<file path="config.mk">
export PLATFORM = sky130hd
export DESIGN_NAME = balance_ctrl
export DESIGN_NICKNAME = d
export VERILOG_FILES = /design/src/rtl/balance_ctrl.sv
export SDC_FILE = /design/constraint.sdc
export NUM_CORES = 1
export LEC_CHECK = 0
export CAP_MARGIN = 40
export CELL_PAD_IN_SITES_DETAIL_PLACEMENT = 0
export CELL_PAD_IN_SITES_GLOBAL_PLACEMENT = 1
export CORE_AREA = 5 5 67 129
export CTS_BUF_LIST = sky130_fd_sc_hd__clkbuf_8
export CTS_CLUSTER_SIZE = 12
export DETAILED_ROUTE_END_ITERATION = 16
export DIE_AREA = 0 0 72 134
export PLACE_DENSITY = 0.8
export SYNTH_ARGS = -nofsm -noshare
export SYNTH_HDL_FRONTEND = slang
export SYNTH_SLANG_ARGS = --single-unit
</file>
<file path="constraint.sdc">
create_clock -name clk -period 4.96 [get_ports clk]
set_input_delay 0.744 -clock clk [delete_from_list [all_inputs] [get_ports clk]]
set_output_delay 0.744 -clock clk [all_outputs]
set_load 0.02 [all_outputs]
</file>
<file path="src/rtl/balance_ctrl.sv">
// Account balance controller: credits deposit pulses against a ceiling and
// serves one withdraw request at a time through a small check/debit handshake.
module balance_ctrl #(
    parameter int BAL_W    = 16,
    parameter int DEP_UNIT = 100,
    parameter int MAX_BAL  = 1000
) (
    input  logic             clk,
    input  logic             res,
    input  logic             count_up,
    input  logic             wdr_req,
    input  logic [BAL_W-1:0] wdr_amt,
    output logic             wdr_ack,
    output logic             wdr_ok,
    output logic             dep_rej,
    output logic [BAL_W-1:0] balance,
    output logic             busy
);

    typedef enum logic [2:0] {
        IDLE,
        CHECK,
        DEBIT,
        DONE,
        WAIT
    } state_t;

    localparam logic [BAL_W:0] DEP_EXT = (BAL_W + 1)'(DEP_UNIT);
    localparam logic [BAL_W:0] MAX_EXT = (BAL_W + 1)'(MAX_BAL);

    state_t           state;
    logic [BAL_W-1:0] amt_q;
    logic             grant_q;

    logic [BAL_W:0]   base_bal;
    logic [BAL_W:0]   credit_bal;
    logic             dep_fit;
    logic [BAL_W-1:0] bal_next;

    // Debit and credit merge into one update so a deposit landing in the DEBIT
    // cycle never overwrites the subtraction. CHECK guarantees amt_q <= balance.
    always_comb begin
        base_bal   = {1'b0, balance};
        if (state == DEBIT) begin
            base_bal = {1'b0, balance} - {1'b0, amt_q};
        end
        credit_bal = base_bal + DEP_EXT;
        dep_fit    = (credit_bal <= MAX_EXT);
        bal_next   = base_bal[BAL_W-1:0];
        if (count_up && dep_fit) begin
            bal_next = credit_bal[BAL_W-1:0];
        end
    end

    // NOTE: all state below uses non-blocking assignments so every register
    // sees the pre-edge values of the others, whatever the statement order.
    always_ff @(posedge clk) begin
        // NOTE: reset is sampled on the clock and checked first, so it wins
        // over any deposit or debit scheduled for the same edge.
        if (res) begin
            state   <= IDLE;
            balance <= '0;
            amt_q   <= '0;
            grant_q <= 1'b0;
            dep_rej <= 1'b0;
        end else begin
            balance <= bal_next;
            dep_rej <= count_up && !dep_fit;
            case (state)
                IDLE: begin
                    if (wdr_req) begin
                        amt_q   <= wdr_amt;
                        grant_q <= 1'b0;
                        state   <= CHECK;
                    end
                end
                CHECK: begin
                    if (amt_q != '0 && amt_q <= balance) begin
                        state <= DEBIT;
                    end else begin
                        grant_q <= 1'b0;
                        state   <= DONE;
                    end
                end
                DEBIT: begin
                    grant_q <= 1'b1;
                    state   <= DONE;
                end
                DONE: begin
                    state <= wdr_req ? WAIT : IDLE;
                end
                WAIT: begin
                    if (!wdr_req) begin
                        state <= IDLE;
                    end
                end
                default: state <= IDLE;
            endcase
        end
    end

    // Moore-decoded from the state register only.
    assign wdr_ack = (state == DONE);
    assign wdr_ok  = (state == DONE) && grant_q;
    assign busy    = (state != IDLE);

endmodule

</file>
==> results of run 1 <==
[logic make-up (layout without fill, tap and decap cells)]
family	after synthesis	count (layout)
compound gates	122	122
xor+xnor	13	13
simple gates	159	159
fa+ha+maj	19	19
mux	7	7
flops	37	37
buf+inv	43	73
[stage by stage]
step	instance area [µm²]	cells	utilization
6_report	3565	524	0.4725
5_1_grt	3565	524	0.4725
4_1_cts	3565	524	0.4725
3_5_place_dp	3482	516	0.4615
3_3_place_gp	3482	516	0.4615
2_1_floorplan	3040	400	-
[layout make-up]
type,count,area (µm²)
clock buffers,5,68.82
clock inverters,3,13.76
fillers,814,3980
inverters,22,82.58
multi-input cells,320,2121
flip-flops and latches,37,740.7
well taps,94,117.6
repair buffers,43,420.4
[routing by layer]
metal	vias up	global-route usage	wire length, µm
met4	0	0.1674	789
met2	105	0.3940	5444
li1	1521	-	-
met1	1444	0.1882	3331
met5	-	0	0
met3	42	0.03151	393
[state kept, by name, summed over array words and instances (netlist names)]
signal	flops
amt_q	16
state	3
balance	16
grant_q	1
dep_rej	1
[cell usage in the layout (no fill, tap or decap), types with 3 or more instances in the layout]
master	n
and2_1	11
nor3b_1	4
clkbuf_8	5
nand2b_1	3
clkdlybuf4s50_1	39
o21a_1	4
o31ai_1	5
nand4_1	5
a32oi_1	3
dfxtp_1	37
a31oi_1	4
nor2_1	22
nand2_1	59
nor3_1	11
a211o_1	3
o211ai_1	4
a21o_1	9
o21ai_0	15
xor2_1	4
and3_1	5
xnor2_1	9
a21boi_0	3
nand3_1	11
buf_4	4
nor4_1	6
inv_1	23
mux2_2	3
mux2i_1	4
ha_1	18
a21oi_1	40
[critical path: cells and delay by family (launching register included)]
family	cells	cell delay, ps
AO/OA/AOI/OAI	5	1630
adder cells (fa/ha/maj)	1	500
flip-flops	1	380
multiplexers	1	390
AND/OR/NAND/NOR	5	1220
[how the worst min path moves through the flow]
stage | startpoint | to | slack (ps) | cells past startpoint
after global routing | amt_q[4]$_SDFFE_PP0P_ | amt_q[4]$_SDFFE_PP0P_ | 490 | 2
after CTS | amt_q[4]$_SDFFE_PP0P_ | amt_q[4]$_SDFFE_PP0P_ | 470 | 2
final | amt_q[4]$_SDFFE_PP0P_ | amt_q[4]$_SDFFE_PP0P_ | 470 | 2
after detailed placement | amt_q[4]$_SDFFE_PP0P_ | amt_q[4]$_SDFFE_PP0P_ | 460 | 2
after floorplan | amt_q[13]$_SDFFE_PP0P_ | amt_q[13]$_SDFFE_PP0P_ | 450 | 2
after global placement | amt_q[10]$_SDFFE_PP0P_ | amt_q[10]$_SDFFE_PP0P_ | 460 | 2
==> flow_summary.json, run 1 <==
{
  "reg2reg_depth": 12,
  "place_ws_ps": 798.9,
  "fin_nets": 468,
  "arrival_ps": 4420,
  "clk_latency_ps": 300,
  "gp_congestion": 0.8957,
  "synthToLayoutAreaGrowth_pct": 17.24,
  "crit_end": "balance[8]$_SDFF_PP0_",
  "synth_seq_cells": 37,
  "synth_simple_gate_area_share": 0.2770,
  "ioPinCount": 40,
  "antenna_found_initial": 0,
  "synth.avg_cell_area_um2": 7.601,
  "avgRoutedWirePerCell_um": 19.01,
  "muxShareOfSynthArea": 0.02428,
  "endpoint_kind": "flop",
  "synth_top_area_cell": "dfxtp_1",
  "hp-class": "reg -> reg",
  "max_freq_ghz": 0.2358,
  "postCtsSetupBuffers": 0,
  "r2r-end": "balance[8]$_SDFF_PP0_",
  "setup_viol": 0,
  "fp.dieW_um": 72,
  "synth_top_family_by_area": "compound AO/OA/AOI/OAI gates",
  "dr.pass1.iters": 4,
  "synth-seq-area-share": 0.2436,
  "slew_headroom": 0.5103,
  "layout_setup_ws_ps": 718.4,
  "synth_area_leaders": "dfxtp_1 24%, ha_1 7.4%, nand2_1 7.3%",
  "worst_slew_pin_slew_ps": 728.4,
  "crit_slowest_cell": "a21boi_0",
  "outcome": "completed",
  "cts_sinks": 37,
  "cts-resized-gates": 0,
  "period_minus_slack_ps": 4242,
  "cts_hold_buf": 0,
  "antenna_cells": 0,
  "max_cap_viol_count": 0,
  "syn_area_mm2": 0.003040,
  "synth_xor_area_frac": 0.03745,
  "cts_tree": "built",
  "whs_ps": 472.8,
  "grt.total_usage": 0.2093,
  "initial_core_util": 0.4030,
  "coreArea_mm2": 0.007545,
  "crit_top_cell": "a21boi_0",
  "cp-startpoint": "balance[5]$_SDFF_PP0_",
  "synth.most_common_cell": "nand2_1",
  "slowest_delay_ps": 610,
  "start_kind": "flop",
  "min_period_over_period": 0.8552,
  "clk_pin_slew_ps": 80,
  "cp.required_ps": 5140,
  "setup_tns_ps": 0,
  "drv_slew": 0,
  "syn_nets": 439,
  "async_flop_share": 0,
  "rows": 45,
  "crit_chain": "ha_1 -> nand2_1 -> o31ai_2 -> mux2_2 -> o2111ai_1 -> a21boi_0 -> a21boi_0 -> or2_1 -> a22oi_2 -> nor3_4 -> and3_1 -> nor3_1",
  "hold_viol_final": 0,
  "clk_path_buf_depth": 2,
  "post-route-drc-count": 0,
  "yosys.area.top_type_share": 0.2436,
  "yosysWarnings": 0,
  "cts_made_buffers": 5,
  "path_class": "reg -> reg",
  "finalClockSkew_ps": 11.11,
  "synth_edf_count": 0,
  "die_y_um": 134,
  "grt.overflow.total": 0,
  "grt_pass1_vias": 3004,
  "synth_cell_type_count": 72,
  "synthTopCellsByCount": "59 x nand2_1, 40 x a21oi_1, 37 x dfxtp_1",
  "synth_top_flop_cell": "dfxtp_1",
  "routed_via_density": 5.939,
  "synthCells": 400,
  "portBuffers": 39,
  "root_buffer": "clkbuf_8",
  "timing.rr.start": "balance[5]$_SDFF_PP0_",
  "vias": 3112,
  "finalWirelength_mm": 9.959,
  "drtAntennaViolNets": 0,
  "rsz0062_at_grt": "no",
  "htreeDepth": 2,
  "drive_gt1_frac": 0.07209,
  "drt_iter0_drc": 226,
  "dieArea_mm2": 0.009648,
  "synth-adder-area-share": 0.08066,
  "grt_pass1_wl_mm": 15.27,
  "grt_max_degree": 37,
  "regToRegSetupSlack_ps": 720,
  "dp_hpwl_mm": 8.064,
  "critPathMaxFanout": 16,
  "synth_compound_area_frac": 0.2782
}
Power of run 1 is left out: the tool's default activity adds up to more than one toggle a clock period on the data nets, which glitch-free logic cannot reach.
==> inputs of run 2 (changes only) <==
- CORE_AREA: 5 5 67 129 -> 2 2 64 126
- CTS_CLUSTER_DIAMETER: not set -> 200
- DIE_AREA: 0 0 72 134 -> 0 0 66 128
==> run 2 against run 1 <==
Against the previous run: cell count shrank 0.19%; die area shrank 12%; worst setup slack worse by 5.8 ps; clock-buffer cell count rose by 1; non-clock buffer count is the same; final area increased by 0.11%; register-to-register slack barely moved; global-route usage rose by 3.6 points; utilization about the same; fmax down 0.14%; first-iteration DRC count shrank 25%; critical path type unchanged.
==> flow_summary.json, run 2 (synthesized netlist as in run 1, its figures left out) <==
{
  "setup_viol": 0,
  "dieArea_mm2": 0.008448,
  "timing.rr.start": "balance[5]$_SDFF_PP0_",
  "gp_congestion": 0.9129,
  "grt-busiest-layer": "met2",
  "postCtsSetupBuffers": 0,
  "rows": 45,
  "routed_via_density": 6.002,
  "drv_slew": 0,
  "cts_sinks": 37,
  "clk_latency_ps": 300,
  "endpoint_kind": "flop",
  "outcome": "completed",
  "grt_util_met2": 0.4635,
  "reg.largest.list": "amt_q x16, balance x16, state x3",
  "path_class": "reg -> reg",
  "synthToLayoutAreaGrowth_pct": 17.37,
  "worst_slew_pin_slew_ps": 798.4,
  "period_minus_slack_ps": 4247,
  "min_period_over_period": 0.8563,
  "cts_hold_buf": 0,
  "grt.overflow.total": 0,
  "antenna_cells": 0,
  "arrival_ps": 4450,
  "cts-resized-gates": 0,
  "finalWirelength_mm": 9.648,
  "htreeDepth": 2,
  "dr.pass1.iters": 4,
  "vias": 3139,
  "rsz0062_at_grt": "no",
  "use_met3": 0.03336,
  "cts_tree": "built",
  "grt.total_usage": 0.2454,
  "r2r-end": "balance[11]$_SDFF_PP0_",
  "grt_max_degree": 37,
  "regToRegSetupSlack_ps": 710,
  "setup_tns_ps": 0,
  "layout_common_cells": "59 x nand2_1, 40 x a21oi_1, 39 x clkdlybuf4s50_1",
  "hold_viol_final": 0,
  "mostFrequentLayoutCell": "nand2_1",
  "cts_made_buffers": 5,
  "crit_end": "balance[11]$_SDFF_PP0_",
  "fin_nets": 468,
  "reg2reg_depth": 12,
  "antenna_found_initial": 0,
  "cp-startpoint": "balance[5]$_SDFF_PP0_",
  "root_buffer": "clkbuf_8",
  "ioPinCount": 40,
  "initial_core_util": 0.4030,
  "hp-class": "reg -> reg",
  "post-route-drc-count": 0,
  "avgRoutedWirePerCell_um": 18.45,
  "portBuffers": 39,
  "grt_pass1_wl_mm": 15.55,
  "fp.dieW_um": 66,
  "dp_hpwl_mm": 7.924,
  "coreArea_mm2": 0.007545,
  "grt_use_met1": 0.2296,
  "drtAntennaViolNets": 0,
  "max_freq_ghz": 0.2354,
  "die_y_um": 128,
  "slew_headroom": 0.4610,
  "cp.required_ps": 5160,
  "clk_pin_slew_ps": 80,
  "max_cap_viol_count": 0,
  "finalClockSkew_ps": 12.95,
  "drive_gt1_frac": 0.06993,
  "grt_pass1_vias": 3044,
  "start_kind": "flop",
  "drt_iter0_drc": 170,
  "clk_path_buf_depth": 2,
  "critPathMaxFanout": 16
}
run 2: cell count changes in the layout (fill, tap and decap cells not counted), sizes merged:
| cell | delta |
|---|---|
| clkinv | -2 |
| clkbuf | +1 |
run 2: area by class of cell:
type / instances / area, µm²
Clock inverter: 1 / 3.754
Multi-Input combinational cell: 320 / 2121
Sequential cell: 37 / 740.7
Tap cell: 94 / 117.6
Fill cell: 811 / 3976
Clock buffer: 6 / 82.58
Timing Repair Buffer: 43 / 420.4
Inverter: 22 / 82.58
run 2: worst max-delay path, cell delays in order, from the launching register on:
cell	delay, ps
dfxtp_1	390
ha_1	500
nand2_1	150
o31ai_2	440
a31oi_1	220
o311ai_0	750
xor2_1	140
mux2i_1	340
nand4b_1	200
o2111ai_2	160
nor3_4	520
nor2_1	150
and2_1	200
run 2: worst min-delay path by stage:
| stage | from | to | slack [ps] | depth (start not counted) |
|---|---|---|---|---|
| floorplan | amt_q[13]$_SDFFE_PP0P_ | amt_q[13]$_SDFFE_PP0P_ | 450 | 2 |
| global placement | amt_q[10]$_SDFFE_PP0P_ | amt_q[10]$_SDFFE_PP0P_ | 460 | 2 |
| detailed placement | amt_q[6]$_SDFFE_PP0P_ | amt_q[6]$_SDFFE_PP0P_ | 470 | 2 |
| CTS | amt_q[6]$_SDFFE_PP0P_ | amt_q[6]$_SDFFE_PP0P_ | 480 | 2 |
| global route | amt_q[1]$_SDFFE_PP0P_ | amt_q[1]$_SDFFE_PP0P_ | 490 | 2 |
| finish | amt_q[5]$_SDFFE_PP0P_ | amt_q[5]$_SDFFE_PP0P_ | 470 | 2 |
run 2: routing by layer:
layer | part of all wire | vias to the layer above
met5 | 0 | -
met4 | 0.076 | 0
met3 | 0.036 | 39
met2 | 0.55 | 93
met1 | 0.33 | 1493
li1 | - | 1514
run 2: through the flow:
stage / util / hold slack (ps) / instances / worst slack, ps / area [µm²]
2_1_floorplan: - / 449.0 / 400 / 1210 / 3040
3_3_place_gp: 0.4615 / 462.6 / 516 / 938.8 / 3482
4_1_cts: 0.4730 / 476.1 / 523 / 826.6 / 3568
3_5_place_dp: 0.4615 / 466.2 / 516 / 839.1 / 3482
6_report: 0.4730 / 472.1 / 523 / 712.6 / 3568
5_1_grt: 0.4730 / 494.4 / 523 / 409.0 / 3568
Power of run 2 is left out for the same reason.
